==> config.mk <==
export PLATFORM = sky130hd
export DESIGN_NAME = ascon_word_fifo
export DESIGN_NICKNAME = d
export VERILOG_FILES = /design/src/rtl/ascon_pack.sv /design/src/rtl/ascon_word_fifo.sv
export SDC_FILE = /design/constraint.sdc
export NUM_CORES = 1
export LEC_CHECK = 0
export ABC_AREA = 1
export CAP_MARGIN = 25
export CORE_MARGIN = 2
export CORE_UTILIZATION = 40
export CTS_CLUSTER_DIAMETER = 120
export DETAILED_ROUTE_END_ITERATION = 8
export GPL_ROUTABILITY_DRIVEN = 1
export GPL_TIMING_DRIVEN = 0
export SYNTH_ARGS = -nofsm -noshare
export SYNTH_HDL_FRONTEND = slang
export SYNTH_SLANG_ARGS = --single-unit
==> constraint.sdc <==
create_clock -name clk_i -period 6.7 [get_ports clk_i]
set_clock_uncertainty 0.1 [all_clocks]
set_input_delay 1.34 -clock clk_i [delete_from_list [all_inputs] [get_ports clk_i]]
set_output_delay 1.34 -clock clk_i [all_outputs]
set_load 0.1 [all_outputs]
==> src/rtl/ascon_pack.sv <==
`default_nettype none
// +----------------------------------------------------------------------+
// | ascon_pack : shared widths and defaults for the Ascon bus-side blocks |
// | Rev 1.0                                                              |
// +----------------------------------------------------------------------+
package ascon_pack;
  localparam int AsconWordWidth   = 64;
  localparam int BusWidth         = 32;
  localparam int DefaultFifoDepth = 8;
endpackage
`default_nettype wire

==> src/rtl/ascon_word_fifo.sv <==
`default_nettype none
// +----------------------------------------------------------------------+
// | ascon_word_fifo : packs 32-bit bus writes into 64-bit Ascon words and |
// | buffers them in a first-word-fall-through FIFO for the core.         |
// | Rev 1.0                                                              |
// +----------------------------------------------------------------------+
module ascon_word_fifo
  import ascon_pack::*;
#(
  parameter int  DEPTH      = DefaultFifoDepth,
  localparam int LevelWidth = $clog2(DEPTH) + 1
) (
  input  logic                      clk_i,
  input  logic                      rst_n_i,
  input  logic                      wr_en_i,
  input  logic [BusWidth-1:0]       wr_data_i,
  output logic                      wr_ready_o,
  input  logic                      flush_i,
  input  logic                      pop_i,
  output logic [AsconWordWidth-1:0] data_o,
  output logic                      empty_o,
  output logic                      full_o,
  output logic [LevelWidth-1:0]     level_o,
  output logic                      half_valid_o,
  output logic                      overflow_o,
  output logic                      underflow_o
);

  localparam int PtrWidth = $clog2(DEPTH);

  logic [AsconWordWidth-1:0] r_mem [DEPTH];
  logic [PtrWidth-1:0]       r_wr_ptr;
  logic [PtrWidth-1:0]       r_rd_ptr;
  logic [LevelWidth-1:0]     r_level;
  logic [BusWidth-1:0]       r_hi;
  logic                      r_half_valid;
  logic                      r_empty;
  logic                      r_full;
  logic                      r_overflow;
  logic                      r_underflow;

  logic                      w_wr_ready;
  logic                      w_wr_acc;
  logic                      w_push;
  logic                      w_pop;
  logic [LevelWidth-1:0]     w_level_nxt;

  // A lower half may enter a full FIFO only when the head leaves in the same cycle.
  always_comb begin
    w_wr_ready  = !r_half_valid | !r_full | pop_i;
    w_wr_acc    = wr_en_i & w_wr_ready & !flush_i;
    w_push      = w_wr_acc & r_half_valid;
    w_pop       = pop_i & !r_empty & !flush_i;
    w_level_nxt = r_level + LevelWidth'(w_push) - LevelWidth'(w_pop);
  end

  always_ff @(posedge clk_i) begin
    if (!rst_n_i || flush_i) begin
      r_wr_ptr     <= '0;
      r_rd_ptr     <= '0;
      r_level      <= '0;
      r_half_valid <= 1'b0;
      r_empty      <= 1'b1;
      r_full       <= 1'b0;
      r_overflow   <= 1'b0;
      r_underflow  <= 1'b0;
    end else begin
      if (w_push) r_wr_ptr <= r_wr_ptr + PtrWidth'(1);
      if (w_pop)  r_rd_ptr <= r_rd_ptr + PtrWidth'(1);
      r_level <= w_level_nxt;
      r_empty <= (w_level_nxt == '0);
      r_full  <= (w_level_nxt == LevelWidth'(DEPTH));
      if (w_wr_acc) r_half_valid <= !r_half_valid;
      if (wr_en_i && !w_wr_ready) r_overflow  <= 1'b1;
      if (pop_i && r_empty)       r_underflow <= 1'b1;
    end
  end

  // Holding register and storage carry no reset; validity is tracked separately.
  always_ff @(posedge clk_i) begin
    if (w_wr_acc && !r_half_valid) r_hi <= wr_data_i;
    if (w_push) r_mem[r_wr_ptr] <= {r_hi, wr_data_i};
  end

  assign wr_ready_o   = w_wr_ready;
  assign data_o       = r_empty ? '0 : r_mem[r_rd_ptr];
  assign empty_o      = r_empty;
  assign full_o       = r_full;
  assign level_o      = r_level;
  assign half_valid_o = r_half_valid;
  assign overflow_o   = r_overflow;
  assign underflow_o  = r_underflow;

endmodule
`default_nettype wire
==> out/results.ini <==
[sta]
fin_crit_ns=5.54
period_share_pct=82.7
fin_tns_setup_ns=0
hold-worst-slack_ns=0.370
fmax_mhz=180
tightest_slew_ns=1.02
maxSlewHeadroom_pct=32.2
rsz0062_at_grt=false
drv_slew=0
final_hold_viol_count=0
setup_viol=0

[logic_synthesis]
synth_top_family_by_area=simple AND/OR/NAND/NOR gates
muxShareOfSynthArea_pct=0
ys_warn_count=0
synth_top_area_cell=edfxtp_1
synth-xor-area-share_pct=0.0382
syn_nets=2085
synth-simple-area-share_pct=16.3
synth.area.top_cells=edfxtp_1 71%, nor2_1 7.7%, nand2_1 5.6%
synth_cell_type_count=23
synthCells=2041
netlist_area_sq_um=23000
avgSynthCellArea_sq_um=11.2
synth_top_area_share_pct=71.2
synth_fa_ha_area_share_pct=0.414
synth-compound-area-share_pct=4.50
synth.ff_latch_count=562
ys_seq_area_share_pct=72.7

[clocking]
post-cts-setup-buffer-count=0
cts_tree=built
cts_hold_buf=0
clk_latency_ns=0.61
ctsRootBufferMaster=clkbuf_16
cts.clk_slew.worst_paths_ns=0.06
ctsResizeCount=0
cts.sinks=562
h-tree-depth=2
cts_buffer_depth=3
cts_made_buffers=56

[power]
peakVddDrop_v=0.000135
p_int_mw=5.65
clockPowerShare_pct=42.6
leakagePower_nw=9.90
swShare_pct=20.5
p_per_area_nw_per_um2=262
p_seq_share_pct=54.6
switchingPower_mw=1.46
p_comb_share_pct=2.7

[cells_and_area]
final_cell_mix=544 x edfxtp_1, 459 x nor2_1, 343 x nand2_1
layout-drive-gt1-share_pct=6.47
finish.net_count=2270
layout_commonest_cell=edfxtp_1
area_growth_pct=18.4
stdcell_count=3027
diodes=0

[worst_setup_path]
path_class=flop to output pin
reg2reg_from=half_valid_o$_SDFFE_PP0N_
startpoint_type=flop
critPathRequiredTime_ns=5.26
rr_worst_depth=6
cp.arrival_ns=4.10
end_kind=output pin
reg2reg_to=r_mem[7][31]$_DFFE_PP_
r2r_setup_slack_ns=3.83
cp-endpoint=data_o[61]
worst-path-max-fanout=10

[grt]
grt_max_degree=33
grt_pass1_wl_mm=88.5
grt.overflow.total=0
grt_use_total_pct=19.7
antenna_found_initial=1
grt_pass1_vias=14800

[detailed_routing]
vias=15000
first_iter_violations=1396
routed_via_density=4.96
ant_nets=0
drt_pre_antenna_iters=7
drt_wl_total_mm=58.8
drc=0
wl_per_cell_um=19.4

[placed_design]
dp_hpwl_mm=39.4
routabilityCongestion=0.797
dp.cells=2924
numPortBuffers=110

[floorplanning]
core-area_sq_um=56600
die-area_sq_um=59300
ios=111
fp.dieH_um=244
fp.dieW_um=244
initial_core_util_pct=40.6
fp-row-count=87

[outcome]
status=complete, no violations

[flow_run]
cap_violations=0

[worst_hold_path]
hp-class=flop to flop

sequential cells by signal, indices dropped and copies added, names as in the netlist, named ones only:
register and flops:
half_valid_o 1, level_o 4, empty_o 1, r_wr_ptr 3
r_hi 32, r_mem 512, full_o 1, r_rd_ptr 3
overflow_o 1, underflow_o 1
worst max-delay path: stages, from the launching register on:
cell and delay (ns):
dfxtp_1 0.83, buf_6 0.31, clkbuf_1 0.53, o21ai_0 0.22
o21ai_1 0.16, nor2_1 0.06, nor2_1 0.20, clkdlybuf4s50_1 1.17
routing by layer:
metal	part of all wire (%)	vias to the layer above	GRT usage [%]
met5	0.027	-	0
met4	2.3	2	5.86
met3	5.6	86	2.49
met2	49	483	34.1
met1	43	7289	26.1
li1	-	7156	-
power groups by stage:
stage               registers (mW)  clock network, mW  logic, mW
CTS                           3.89               3.07      0.197
floorplan                     3.96                  0     0.0926
finish                        3.89               3.03      0.195
detailed placement            3.96                  0      0.197
global route                  3.89               3.21      0.207
global placement              3.96                  0      0.191
synth_stat cells, drive strengths merged:
cell and number:
o211ai 1, o21bai 1, nor2 468, o21ai 194, o21a 1, nand3 133, nand4 3, nand2 343
edfxtp 544, inv 214, buf 55, a21oi 8, fa 1, ha 6, xnor2 1, nand3b 1
dfxtp 18, clkbuf 49
how the worst min path moves through the flow:
stage | startpoint | endpoint | slack, ns | cells after the start
floorplan | r_rd_ptr[0]$_SDFFE_PP0P_ | flop | 0.37 | 2
global placement | underflow_o$_SDFFE_PP0P_ | underflow_o$_SDFFE_PP0P_ | 0.35 | 2
detailed placement | overflow_o$_SDFFE_PP0P_ | overflow_o$_SDFFE_PP0P_ | 0.36 | 1
CTS | overflow_o$_SDFFE_PP0P_ | overflow_o$_SDFFE_PP0P_ | 0.37 | 1
global route | overflow_o$_SDFFE_PP0P_ | overflow_o$_SDFFE_PP0P_ | 0.40 | 1
finish | overflow_o$_SDFFE_PP0P_ | overflow_o$_SDFFE_PP0P_ | 0.37 | 1
final cells by class:
| cell class | instances | area (sq um) |
|---|---|---|
| clock buffers | 71 | 1480 |
| inverters | 214 | 803 |
| plain buffers | 104 | 584 |
| flip-flops and latches | 562 | 16700 |
| repair buffers | 127 | 1460 |
| well taps | 756 | 946 |
| clock inverters | 32 | 268 |
| multi-input cells | 1161 | 4940 |
| fillers | 5118 | 29400 |
cell families (layout without fill, tap and decap cells):
| kind of cell | count (synthesis) | in the layout |
|---|---|---|
| adders and majority gates | 7 | 7 |
| and+or+nand+nor | 948 | 948 |
| xor gates and xnor gates | 1 | 1 |
| buffers and inverters | 318 | 548 |
| AOI/OAI and AO/OA | 205 | 205 |
| DFF | 562 | 562 |
stage by stage:
stage	area (sq um)	total power [mW]	worst slack (ns)	utilization (%)
6_report	27200	7.11	1.16	48.0
5_1_grt	27200	7.30	1.06	48.0
4_1_cts	27200	7.16	1.13	48.0
3_5_place_dp	25400	4.16	1.80	44.9
3_3_place_gp	25000	4.15	-1.54	44.2
2_1_floorplan	23000	4.05	0.802	-
(Power assumes the default switching activity.)
